==> src/rtl/alarm_pkg.sv <==
// alarm_pkg: shared state encoding and field widths for the watch alarm controller.
package alarm_pkg;
  localparam int TW = 6;
  localparam int CW = 10;
  typedef enum logic [1:0] {
    IDLE    = 2'd0,
    ARMED   = 2'd1,
    RINGING = 2'd2,
    SNOOZE  = 2'd3
  } state_t;
endpackage

==> src/rtl/alarm_ctrl_sec_countdown.sv <==
// sec_countdown: tick-driven down counter with synchronous load; saturates at zero.
module sec_countdown
  import alarm_pkg::*;
(
  input  logic          clock,
  input  logic          reset,
  input  logic          i_load,
  input  logic [CW-1:0] i_load_val,
  input  logic          i_tick,
  output logic          o_zero
);
  logic [CW-1:0] r_cnt;
  always_ff @(posedge clock or negedge reset)
    if (!reset) r_cnt <= '0;
    else if (i_load) r_cnt <= i_load_val;
    else if (i_tick && r_cnt != '0) r_cnt <= r_cnt - 1'b1;
  assign o_zero = (r_cnt == '0);
endmodule

==> src/rtl/alarm_ctrl.sv <==
// alarm_ctrl: alarm key routing, arm/disarm, time match and bounded buzzer ring.
// Optional snooze state is built only when ALARM_SNOOZE_EN is defined.
module alarm_ctrl
  import alarm_pkg::*;
#(
  parameter int RING_SECS   = 60,
  parameter int SNOOZE_MINS = 5
) (
  input  logic          clock,
  input  logic          reset,
  input  logic          tick_1hz,
  input  logic          alarm_mode,
  input  logic          key_minute,
  input  logic          key_hour,
  input  logic          key_arm,
  input  logic          key_stop,
  input  logic [TW-1:0] time_hour,
  input  logic [TW-1:0] time_minute,
  input  logic [TW-1:0] time_second,
  input  logic [TW-1:0] alarm_hour,
  input  logic [TW-1:0] alarm_minute,
  output logic          minute_set,
  output logic          hour_set,
  output logic          armed,
  output logic          ringing,
  output logic          buzzer
);
  if (RING_SECS < 1 || RING_SECS > 1023 || SNOOZE_MINS < 1 || SNOOZE_MINS > 15) begin : g_bad_param
    $error("alarm_ctrl: parameter out of range");
  end
  state_t r_state, w_nxt;
  logic r_match_d, r_phase, w_phase_nxt, w_match, w_trig, w_ring_zero, w_snz_zero;
  assign w_match = (time_hour == alarm_hour) && (time_minute == alarm_minute) && (time_second == '0);
  assign w_trig  = w_match & ~r_match_d;
  sec_countdown u_ring (
    .clock      (clock),
    .reset      (reset),
    .i_load     (w_nxt == RINGING && r_state != RINGING),
    .i_load_val (CW'(RING_SECS)),
    .i_tick     (tick_1hz && r_state == RINGING),
    .o_zero     (w_ring_zero)
  );
`ifdef ALARM_SNOOZE_EN
  sec_countdown u_snooze (
    .clock      (clock),
    .reset      (reset),
    .i_load     (w_nxt == SNOOZE && r_state != SNOOZE),
    .i_load_val (CW'(SNOOZE_MINS * 60)),
    .i_tick     (tick_1hz && r_state == SNOOZE),
    .o_zero     (w_snz_zero)
  );
`else
  assign w_snz_zero = 1'b0;
`endif
  // Keys outrank the timeout; key_arm outranks every other key.
  always_comb begin
    w_nxt       = r_state;
    w_phase_nxt = r_phase;
    case (r_state)
      IDLE:    if (key_arm) w_nxt = ARMED;
      ARMED:
        if (w_trig) begin
          w_nxt       = RINGING;
          w_phase_nxt = 1'b1;
        end else if (key_arm) w_nxt = IDLE;
      RINGING:
        if (key_arm) w_nxt = IDLE;
`ifdef ALARM_SNOOZE_EN
        else if (key_stop) w_nxt = SNOOZE;
        else if (key_minute || key_hour) w_nxt = ARMED;
`else
        else if (key_stop || key_minute || key_hour) w_nxt = ARMED;
`endif
        else if (w_ring_zero) w_nxt = ARMED;
        else if (tick_1hz) w_phase_nxt = ~r_phase;
`ifdef ALARM_SNOOZE_EN
      SNOOZE:
        if (key_arm) w_nxt = IDLE;
        else if (key_stop) w_nxt = ARMED;
        else if (w_snz_zero) begin
          w_nxt       = RINGING;
          w_phase_nxt = 1'b1;
        end
`endif
      default: w_nxt = IDLE;
    endcase
  end
  always_ff @(posedge clock or negedge reset)
    if (!reset) begin
      r_state    <= IDLE;
      r_match_d  <= 1'b0;
      r_phase    <= 1'b0;
      minute_set <= 1'b0;
      hour_set   <= 1'b0;
      armed      <= 1'b0;
      ringing    <= 1'b0;
      buzzer     <= 1'b0;
    end else begin
      r_state    <= w_nxt;
      r_match_d  <= w_match;
      r_phase    <= w_phase_nxt;
      minute_set <= alarm_mode & key_minute & (r_state != RINGING);
      hour_set   <= alarm_mode & key_hour & (r_state != RINGING);
      armed      <= (w_nxt != IDLE);
      ringing    <= (w_nxt == RINGING);
      buzzer     <= (w_nxt == RINGING) & w_phase_nxt;
    end
endmodule
==> config.mk <==
export PLATFORM = sky130hd
export DESIGN_NAME = alarm_ctrl
export DESIGN_NICKNAME = d
export VERILOG_FILES = /design/src/rtl/alarm_pkg.sv /design/src/rtl/alarm_ctrl_sec_countdown.sv /design/src/rtl/alarm_ctrl.sv
export SDC_FILE = /design/constraint.sdc
export NUM_CORES = 1
export LEC_CHECK = 0
export ABC_AREA = 1
export CORE_UTILIZATION = 62
export CTS_CLUSTER_SIZE = 28
export DETAILED_ROUTE_END_ITERATION = 8
export DONT_BUFFER_PORTS = 1
export PLACE_DENSITY = 0.8
export SYNTH_ARGS = -nofsm -noshare
export SYNTH_HDL_FRONTEND = slang
export SYNTH_SLANG_ARGS = --single-unit
==> constraint.sdc <==
create_clock -name clock -period 2.1 [get_ports clock]
set_input_delay 0.42 -clock clock [delete_from_list [all_inputs] [get_ports clock]]
set_output_delay 0.42 -clock clock [all_outputs]
set_load 0.02 [all_outputs]
# == Yosys cells after proc, flatten, opt, wreduce, memory -nomap -nowiden ==
# Index checks and enable logic that the tools add are counted.
# word_totals
wordCells,52
register_bits,19
input_bits,38
# op_classes
n_addsub,1
n_mux,15
reduce_logical,13
n_bitwise,8
eq_ne,6
# op_table
op,n
two-way mux 10 bit,2
equality test 6 bit,2
two-way mux 2 bit,6
logical NOT 10 bit,1
nonzero test 10 bit,1
subtractor 10 x 1 -> 10 bit (second input constant),1
AND 1 bit,6
logical NOT 6 bit,1
one-hot mux 2 bit (3 select lines),1
logical AND 1 bit,5
two-way mux 1 bit,5
equality test 2 bit (second input constant),2
nonzero test 2 bit,2
equality test 2 x 1 -> 1 bit (second input constant),1
logical NOT 2 bit,1
logical OR 1 bit,2
inequality test 2 bit (second input constant),1
inverter 1 bit,2
one-hot mux 1 bit (2 select lines),1

# == Longest topological paths before layout ==
# Gate-level depths: netlist (run 1).
# logic_depth
ltp_word,9
ltp_mapped,13
ltp_nobuf,13

# == By module ==
# A second synthesis (run 1) with hierarchy kept.
# hier_totals
cells_unflattened,248
area_unflattened_um2,1526.5
# modules_own_cells
mod,area_per_inst_um2,instances,seq_area_each_um2,cells_each
alarm_ctrl,768.2,1,225.2,130
sec_countdown,758.2,1,250.2,118

# == Least setup slack after synthesis (run 1) ==
# No wires, ideal clock.
# synth_timing
path_kind,flip-flop to flip-flop
startpoint,register r_state[0]
endpoint,register u_ring.r_cnt[7]
slack_ns,0.558
t_arrival_ns,1.428
path_buffers,0
setup_ns,0.114
synth_period_minus_slack_ns,1.542
path_stages_with_launch,12
required_time_ns,1.986
cell_sequence,dfrtp_1 > inv_1 > ha_1 > nand2_1 > inv_1 > nand4_1 > nor2_2 > nand3_1 > nand2_1 > clkinv_1 > nand2_1 > inv_1
# synth_between
elab_chain_cells,7
# synth_lines
element,line_no,rtl
start: declaration,alarm_ctrl.sv:31,"state_t r_state, w_nxt;"
start signal: assignment,alarm_ctrl.sv:99,r_state <= w_nxt;
two-way mux 2 bit,alarm_ctrl.sv:74,else if (w_ring_zero) w_nxt = ARMED;
two-way mux 2 bit,alarm_ctrl.sv:72,else if (key_stop || key_minute || key_hour) w_nxt = ARMED;
two-way mux 2 bit,alarm_ctrl.sv:67,if (key_arm) w_nxt = IDLE;
one-hot mux 2 bit (3 select lines),alarm_ctrl.sv:59,case (r_state)
equality test 2 bit,alarm_ctrl.sv:38,".i_load (w_nxt == RINGING && r_state != RINGING),"
logical AND 1 bit,alarm_ctrl.sv:38,
two-way mux 10 bit or nonzero test 2 bit (tied branches),-,
end signal: assignment,alarm_ctrl_sec_countdown.sv:15,else if (i_load) r_cnt <= i_load_val;
end signal: assignment,alarm_ctrl_sec_countdown.sv:16,else if (i_tick && r_cnt != '0) r_cnt <= r_cnt - 1'b1;
end: declaration,alarm_ctrl_sec_countdown.sv:12,logic [CW-1:0] r_cnt;
# Several ways; a longest one is shown, not always the timed one.
# A chain may end at the register's enable or synchronous reset.

# == Final worst setup path (run 1) ==
# Same ends and word-level chain as after synthesis.

==> results.toml, run 1 <==
[timing]
max_slew_margin_pct = 44.25
fmax_ghz = 0.5535
finalCritPeriodShare_pct = 86.03
drv_slew = 0
finalSetupViolations = 0
tightest_slew_ns = 0.8336
tns_ns = 0
grt_setup_unrepaired = "no"
period_needed_ns = 1.807
fin_skew_ns = 0.001417
hold_violations = 0

[power_and_ir_drop]
p_total_w = 0.0009503
power.leakage_nw = 0.8946
p_sw_w = 0.0003508
power.density_nw_per_um2 = 641.0
intPower_w = 0.0005996
p_sw_share_pct = 36.91
clockPowerShare_pct = 19.3
ir_worst_vdd_mv = 0.5431
power.share.combinational_pct = 31.7
seq_power_share_pct = 49.0

[floorplan]
core_area_um2 = 2042
rows = 16
initial_utilization_pct = 69.18
die_x_um = 49.73
io_pins = 43
die_h_um = 49.73
die-area_um2 = 2473

[clocking]
cts.sink_count = 19
cts_setup_buffers = 0
clockBufferDepth = 2
htreeDepth = 1
clk_pin_slew_ns = 0.10
clkLatencyLatePin_ns = 0.30
cts_root_buffer = "clkbuf_4"
numCtsBuffers = 3
cts_tree = "built"

[worst_setup_path]
r2r_end = "u_ring.r_cnt[7]$_DFFE_PN0P_"
r2r_cells = 11
cp_max_fo = 5
worstSetupPathType = "reg2reg"
setup.worst_path.end_class = "flip-flop"
regToRegSetupSlack_ns = 0.29
r2r-start = "r_state[0]$_DFF_PN0_"
cp-endpoint = "u_ring.r_cnt[7]$_DFFE_PN0P_"
required_ns = 2.31
cp.arrival_ns = 2.01
critPathLaunchType = "flip-flop"
startpoint = "r_state[0]$_DFF_PN0_"

[flow_run]
drv_cap = 0

[synthesis]
synth.most_common_cell = "nand2_1"
synth_top_family_by_area = "simple AND/OR/NAND/NOR gates"
synth_cell_type_count = 22
ys_warn_count = 0
synth.area.top_cells = "dfrtp_1 (34%), nand2_1 (20%), inv_1 (14%)"
synth_edf_count = 0
synth-simple-area-share_pct = 38.35
synth-xor-area-share_pct = 4.340
ys_seq_area_share_pct = 33.66
synth_area_um2 = 1413
netlist_instances = 220
synth_flop_cell = "dfrtp_1"
yosysTopAreaCell = "dfrtp_1"
synth.net_count = 264
synthAdderAreaFrac_pct = 5.314
synth_compound_area_share_pct = 3.189
ys_seq_elements = 19
synthMuxAreaShare_pct = 0
netlist.area_leader.share_pct = 33.66
ys_top_cells_by_count = "nand2_1 (77), inv_1 (52), nor2_1 (24), dfrtp_1 (19)"
ys_async_sr_fraction_pct = 100.0
syn_avg_cell_area_um2 = 6.421

[routing]
drtIter0Drc = 54
routed_via_density = 4.893
drtAntennaViolNets = 0
wl_um = 2542
vias = 1233
drc_errors = 0
wire_per_inst_um = 10.09
drt-pass1-iter-count = 4

[placed_design]
place_congestion = 0.8342
io_buffers = 0
dpl.hpwl_um = 2058

[layout]
diodes = 0
drive_gt1_share_pct = 6.667
area_growth_pct = 4.960
nets = 270
final_util_pct = 72.61

[global_routing]
grt_use_total_pct = 25.21
grt_pass1_wl_um = 4761
antenna_found_initial = 0
grt_pass1_vias = 1249
overflow = 0
grt_max_degree = 20

[outcome]
status = "finished clean"

[min_path]
hp-class = "in2reg"
[repair_timing]
item                      4_1_cts  5_1_grt
hold endpoints to repair       19        0
resized for setup               0        0
hold buffers                    1        0
[power groups by stage]
stage / clock [W] / sequential (W) / combinational, W
after floorplan: 0 / 0.000464 / 0.000245
after global placement: 0 / 0.000472 / 0.000276
after detailed placement: 0 / 0.000472 / 0.000291
after CTS: 0.000191 / 0.000466 / 0.000301
after global routing: 0.000199 / 0.000475 / 0.000353
final: 0.000183 / 0.000466 / 0.000301
[through the flow]
step,std cells,instance area [um2],hold WS (ns),setup slack [ns]
2_1_floorplan,220,1413,0.1244,0.5583
3_3_place_gp,247,1446,0.1248,0.3658
3_5_place_dp,247,1446,0.1248,0.2990
4_1_cts,252,1483,0.2105,0.2782
5_1_grt,252,1483,0.2234,0.1290
6_report,252,1483,0.2145,0.2933
[cells in the final DEF (no fill, tap or decap)]
cell type	Yosys	routed
nand2_1	77	77
nand4_4	1	1
o21ai_0	2	2
nor3b_1	2	2
clkinv_1	2	2
nor4_1	1	1
nor2_2	3	3
xnor2_1	2	2
inv_1	52	52
clkbuf_1	0	1
nor3_1	4	4
xor2_1	5	5
nand3_2	2	2
a21oi_1	2	2
ha_1	6	6
clkbuf_4	0	3
dfrtp_1	19	19
nor2_1	24	24
a21oi_4	1	1
dlygate4sd3_1	0	1
inv_2	3	3
nand3_1	6	6
nand4_1	4	4
nand2_2	1	1
a21oi_2	1	1
[registers in the layout, indices dropped and copies added, names as in the netlist]
register,cells
armed,1
buzzer,1
hour_set,1
minute_set,1
r_match_d,1
r_phase,1
r_state,2
ringing,1
u_ring.r_cnt,10
[cell type report]
class / instances / area (um2)
repair buffers: 1 / 10.01
fillers: 187 / 559.3
multi-input cells: 144 / 723.2
inverters: 57 / 214.0
well taps: 27 / 33.78
clock buffers: 4 / 26.28
flip-flops and latches: 19 / 475.5
[logic make-up after synthesis]
| logic type | count (synthesis) |
|---|---|
| xor gates and xnor gates | 7 |
| buffers and inverters | 57 |
| and+or+nand+nor | 125 |
| DFF | 19 |
| adders and majority gates | 6 |
| AOI/OAI and AO/OA | 6 |
[worst min-delay path by stage]
stage                     startpoint                   end  slack (ns)  depth (start not counted)
after floorplan                reset       armed$_DFF_PN0_        0.12                          0
after global placement         reset    hour_set$_DFF_PN0_        0.12                          0
after detailed placement       reset    hour_set$_DFF_PN0_        0.12                          0
after CTS                 key_minute  minute_set$_DFF_PN0_        0.21                          2
after global routing      key_minute  minute_set$_DFF_PN0_        0.22                          2
final                     key_minute  minute_set$_DFF_PN0_        0.21                          2
[worst max-delay path, stage by stage (launching register included)]
cell      delay (ns)
dfrtp_1         0.42
inv_1           0.13
ha_1            0.28
nand2_1         0.08
inv_1           0.09
nand4_1         0.14
nor2_2          0.21
nand3_1         0.11
nand2_1         0.09
clkinv_1        0.06
nand2_1         0.06
inv_1           0.04
[per-layer routing]
layer,up-vias,track usage (%),part of all wire (%),wire [um]
li1,653,-,-,-
met1,539,29.98,45,1152
met2,38,44.82,49,1236
met3,3,6.173,5.3,134
met4,0,6.667,0.75,19
met5,-,0,0,0
Power figures use the tool's default switching activity.
==> run 2, diff against run 1 <==
--- a/config.mk
+++ b/config.mk
@@ -6,6 +6,7 @@
 export NUM_CORES = 1
 export LEC_CHECK = 0
 export ABC_AREA = 1
+export CORE_MARGIN = 3
 export CORE_UTILIZATION = 62
 export CTS_CLUSTER_SIZE = 28
 export DETAILED_ROUTE_END_ITERATION = 8
==> run 2 against run 1 <==
Net effect:
- clock skew increased by 0.0055 ns
- cell count unchanged
- sequential cell count unchanged
- maximum frequency decreased by 3.4%
- critical endpoint unchanged
- final area about the same
- core utilization decreased by 0.64 points
==> results.toml, run 2 (synthesis results as in run 1) <==
[outcome]
status = "finished clean"

[power_and_ir_drop]
clockPowerShare_pct = 19.2
power.leakage_nw = 0.8973
seq_power_share_pct = 48.8
power.share.combinational_pct = 31.9
intPower_w = 0.0005958
ir_worst_vdd_mv = 0.4631
p_sw_w = 0.0003610
power.density_nw_per_um2 = 644.8
p_sw_share_pct = 37.73

[layout]
nets = 270
top_regs = "u_ring.r_cnt: 10 flops, r_state: 2 flops"
final_cell_mix = "nand2_1 (77), inv_1 (52), nor2_1 (24)"
top_register = "u_ring.r_cnt"
diodes = 0
drive_gt1_share_pct = 7.111
final_common_cell = "nand2_1"
area_growth_pct = 5.048
largest_reg_flops = 10

[timing]
fin_skew_ns = 0.006937
period_needed_ns = 1.870
tightest_slew_ns = 0.8580
max_slew_margin_pct = 42.61
finalSetupViolations = 0
tns_ns = 0
setup_slack_ns = 0.2304
drv_slew = 0
grt_setup_unrepaired = "no"
fmax_ghz = 0.5349
finalCritPeriodShare_pct = 89.03
hold_violations = 0

[floorplan]
die_x_um = 53.73
io_pins = 43
rows = 16
initial_utilization_pct = 68.51
die_h_um = 53.73
core_area_um2 = 2062
die-area_um2 = 2887

[placed_design]
io_buffers = 0
place_ws_ns = 0.2675
place_congestion = 0.8323
dpl.hpwl_um = 2263

[worst_setup_path]
r2r-start = "r_state[0]$_DFF_PN0_"
cpLargestDelayFamily = "simple AND/OR/NAND/NOR gates"
critPathLaunchType = "flip-flop"
setup.worst_path.end_class = "flip-flop"
cp.arrival_ns = 2.07
r2r_end = "u_ring.r_cnt[7]$_DFFE_PN0P_"
required_ns = 2.30
max_stage_delay_ns = 0.44
cp_max_fo = 5
crit_chain = "inv_1 > ha_1 > nand2_1 > inv_1 > nand4_1 > nor2_2 > nand3_1 > nand2_1 > clkinv_1 > nand2_1 > inv_1"
crit_slowest_cell = "dfrtp_1"
path_buf_inv = 4
worstSetupPathType = "reg2reg"
regToRegSetupSlack_ns = 0.23
r2r_cells = 11

[global_routing]
grt_pass1_wl_um = 4671
antenna_found_initial = 0
overflow = 0
grt_use_total_pct = 22.08
grt_pass1_vias = 1229
grt_max_degree = 20

[clocking]
clkLatencyLatePin_ns = 0.30
cts_setup_buffers = 0
numCtsBuffers = 3
cts.sink_count = 19
clockBufferDepth = 2
cts_root_buffer = "clkbuf_4"
ctsResizeCount = 0
clk_pin_slew_ns = 0.11
cts_tree = "built"
htreeDepth = 1

[routing]
wire_per_inst_um = 11.01
drt-pass1-iter-count = 4
drtIter0Drc = 28
vias = 1243
drc_errors = 0
wl_um = 2774
routed_via_density = 4.933
drtAntennaViolNets = 0

[min_path]
hold_end = "hour_set$_DFF_PN0_"
hold_path.startpoint = "key_hour"
hp-class = "in2reg"
min_delay_path_depth = 2

[flow_run]
drv_cap = 0
-- run 2: stage by stage --
stage	total power, W	instance area, um2	hold slack, ns	utilization (%)	std cells
after global placement	0.0007497	1446	0.1248	70.15	247
after CTS	0.0009605	1484	0.2060	71.97	252
after global routing	0.001036	1484	0.1974	71.97	252
after detailed placement	0.0007664	1446	0.1248	70.15	247
after floorplan	0.0007092	1413	0.1244	-	220
final	0.0009568	1484	0.2123	71.97	252
-- run 2: how the worst max path moves through the flow --
stage | startpoint | endpoint | depth (start not counted) | slack [ns]
3_5_place_dp | r_state[0]$_DFF_PN0_ | u_ring.r_cnt[9]$_DFFE_PN0P_ | 11 | 0.27
3_3_place_gp | r_state[0]$_DFF_PN0_ | u_ring.r_cnt[9]$_DFFE_PN0P_ | 11 | 0.39
4_1_cts | r_state[0]$_DFF_PN0_ | u_ring.r_cnt[9]$_DFFE_PN0P_ | 11 | 0.23
6_report | r_state[0]$_DFF_PN0_ | u_ring.r_cnt[7]$_DFFE_PN0P_ | 11 | 0.23
2_1_floorplan | r_state[0]$_DFF_PN0_ | u_ring.r_cnt[7]$_DFFE_PN0P_ | 11 | 0.56
5_1_grt | r_state[0]$_DFF_PN0_ | u_ring.r_cnt[7]$_DFFE_PN0P_ | 11 | 0.009
-- run 2: power by group through the flow --
| stage | combinational (W) | sequential (W) | clock (W) |
|---|---|---|---|
| detailed placement | 0.000293 | 0.000474 | 0 |
| CTS | 0.000305 | 0.000467 | 0.000188 |
| global route | 0.000354 | 0.000472 | 0.000210 |
| finish | 0.000306 | 0.000467 | 0.000184 |
| floorplan | 0.000245 | 0.000464 | 0 |
| global placement | 0.000278 | 0.000472 | 0 |
-- run 2: cell type report --
cell class              instances  area, um2
clock buffers                   3      22.52
clock inverters                 1      5.005
fillers                       187      578.1
inverters                      57      214.0
multi-input cells             144      723.2
flip-flops and latches         19      475.5
well taps                      27      33.78
repair buffers                  1      10.01
-- run 2: layer usage --
layer  vias up  wire (um)  global-route usage [%]
met1       552       1092                   22.55
met5         -          0                       0
met3         2        146                   5.817
met2        35       1522                   44.15
li1        654          -                       -
met4         0         13                   3.830
-- run 2: repair_timing --
action | 4_1_cts | 5_1_grt
setup endpoints to repair | 0 | 0
endpoints found under the hold margin | 19 | 0
hold buffers | 1 | 0
==> run 3, diff against run 2 <==
--- a/config.mk
+++ b/config.mk
@@ -7,11 +7,11 @@
 export LEC_CHECK = 0
 export ABC_AREA = 1
 export CORE_MARGIN = 3
-export CORE_UTILIZATION = 62
+export CORE_UTILIZATION = 67
 export CTS_CLUSTER_SIZE = 28
 export DETAILED_ROUTE_END_ITERATION = 8
 export DONT_BUFFER_PORTS = 1
-export PLACE_DENSITY = 0.8
+export PLACE_DENSITY = 0.85
 export SYNTH_ARGS = -nofsm -noshare
 export SYNTH_HDL_FRONTEND = slang
 export SYNTH_SLANG_ARGS = --single-unit
==> constraint.sdc (replaced) <==
create_clock -name clock -period 2.27 [get_ports clock]
set_input_delay 0.454 -clock clock [delete_from_list [all_inputs] [get_ports clock]]
set_output_delay 0.454 -clock clock [all_outputs]
set_load 0.02 [all_outputs]
==> run 3 against run 2 <==
Net effect:
- sequential cell count did not move
- core utilization rose by 7.8 points
- die area fell by 6.6%
- count of clock-buffer cells in the layout did not move
- sequential share of layout area rose by 0.054 points
- sequential power fell by 7.5%
- register-to-register slack improved by 0.23 ns
- wire length rose by 0.68%
==> results.toml, run 3 (synthesis results as in run 1) <==
[routing]
drtIter0Drc = 40
drtAntennaViolNets = 0
routed.top_layer = "met4"
drt-pass1-iter-count = 5
dr_wl_met2_um = 1486
drc_errors = 0
met3WireLength_um = 177
wire_per_inst_um = 11.17
routed_via_density = 5.064
wl_met1_um = 1118
vias = 1266
wl_um = 2793

[power_and_ir_drop]
power.leakage_nw = 0.8973
p_total_w = 0.0008917
power.density_nw_per_um2 = 601.9
ir_worst_vdd_mv = 0.4181

[timing]
finalSetupViolations = 0
setup_slack_ns = 0.4622
hold_violations = 0
max_slew_margin_pct = 42.31
drv_slew = 0
period_needed_ns = 1.808
grt_setup_unrepaired = "no"
fmax_ghz = 0.5531
hold_ws_ns = 0.2373
fin_skew_ns = 0.005130
tns_ns = 0
finalCritPeriodShare_pct = 79.64
tightest_slew_ns = 0.8625

[clocking]
cts_tree = "built"
clk_pin_slew_ns = 0.11
clkLatencyLatePin_ns = 0.30
htreeDepth = 1
clockBufferDepth = 2
numCtsBuffers = 3
ctsResizeCount = 0
cts_root_buffer = "clkbuf_4"
cts.sink_count = 19

[placed_design]
dpl.hpwl_um = 2263
place_ws_ns = 0.4939
place_congestion = 0.9094
io_buffers = 0

[floorplan]
die_h_um = 51.92
io_pins = 43
core_area_um2 = 1858
rows = 15
initial_utilization_pct = 76.03
die_x_um = 51.92
die-area_um2 = 2695

[global_routing]
antenna_found_initial = 0
grt_pass1_vias = 1217
grt_use_total_pct = 23.01
grt_max_degree = 20
overflow = 0
grt_pass1_wl_um = 4740

[min_path]
hp-class = "in2reg"
min_delay_path_depth = 2

[layout]
nets = 270
top_regs = "u_ring.r_cnt: 10 flops, r_state: 2 flops"
final_util_pct = 79.73
diodes = 0
fillers = 124
final_common_cell = "nand2_1"
multiInputGateArea_um2 = 723.2
largest_reg_flops = 10
drive_gt1_share_pct = 7.111
top_register = "u_ring.r_cnt"
area_growth_pct = 4.871
regArea_um2 = 475.5
final_cell_mix = "nand2_1 (77), inv_1 (52), nor2_1 (24)"

[worst_setup_path]
path_buf_inv = 4
setup.worst_path.end_class = "flip-flop"
cp-endpoint = "u_ring.r_cnt[9]$_DFFE_PN0P_"
cp.arrival_ns = 2.01
crit_chain = "inv_1 > ha_1 > nand2_1 > inv_1 > nand4_1 > nor2_2 > nand3_1 > nand2_1 > clkinv_1 > nand2_1 > inv_1"
worstSetupPathType = "reg2reg"
r2r-start = "r_state[0]$_DFF_PN0_"
r2r_end = "u_ring.r_cnt[9]$_DFFE_PN0P_"
max_stage_delay_ns = 0.43
regToRegSetupSlack_ns = 0.46
startpoint = "r_state[0]$_DFF_PN0_"
r2r_cells = 11
cpLargestDelayFamily = "simple AND/OR/NAND/NOR gates"
cp_max_fo = 5
required_ns = 2.48
cp.depth = 11
crit_slowest_cell = "dfrtp_1"
critPathLaunchType = "flip-flop"

[outcome]
status = "finished clean"

[flow_run]
drv_cap = 0
[run 3: cell counts in the layout (fill, tap and decap cells not counted)]
Identical to the previous run, type by type.
[run 3: through the flow]
step,std cells,cell area [um2]
3_3_place_gp,245,1444
2_1_floorplan,220,1413
4_1_cts,250,1481
3_5_place_dp,245,1444
6_report,250,1481
5_1_grt,250,1481
[run 3: what timing repair did]
action / 4_1_cts / 5_1_grt
endpoints found under the hold margin: 19 / 0
hold buffers: 1 / 0
buffers inserted: 0 / 0
[run 3: layout make-up]
class                      instances  share of cell area [%]
inverter                          57                   14.44
clock buffer                       3                   1.520
tap                               25                   2.111
multi-input combinational        144                   48.82
sequential                        19                   32.09
timing repair buffer               1                  0.6757
clock inverter                     1                  0.3378
[run 3: routing by layer]
layer / track usage, % / vias to the layer above
li1: - / 651
met1: 26.23 / 561
met2: 42.47 / 50
met3: 5.158 / 4
met4: 6.114 / 0
met5: 0 / -
[run 3: worst min-delay path by stage]
stage,startpoint,to,slack (ns)
final,key_hour,hour_set$_DFF_PN0_,0.24
after global routing,key_minute,minute_set$_DFF_PN0_,0.24
after CTS,key_hour,hour_set$_DFF_PN0_,0.23
after detailed placement,reset,armed$_DFF_PN0_,0.16
after global placement,reset,armed$_DFF_PN0_,0.16
after floorplan,reset,armed$_DFF_PN0_,0.16
[run 3: power by group]
part	switching, W	total, W	internal (W)
clock network	0.000109	0.000175	0.0000657
logic	0.000182	0.000284	0.000102
registers	0.0000490	0.000432	0.000383
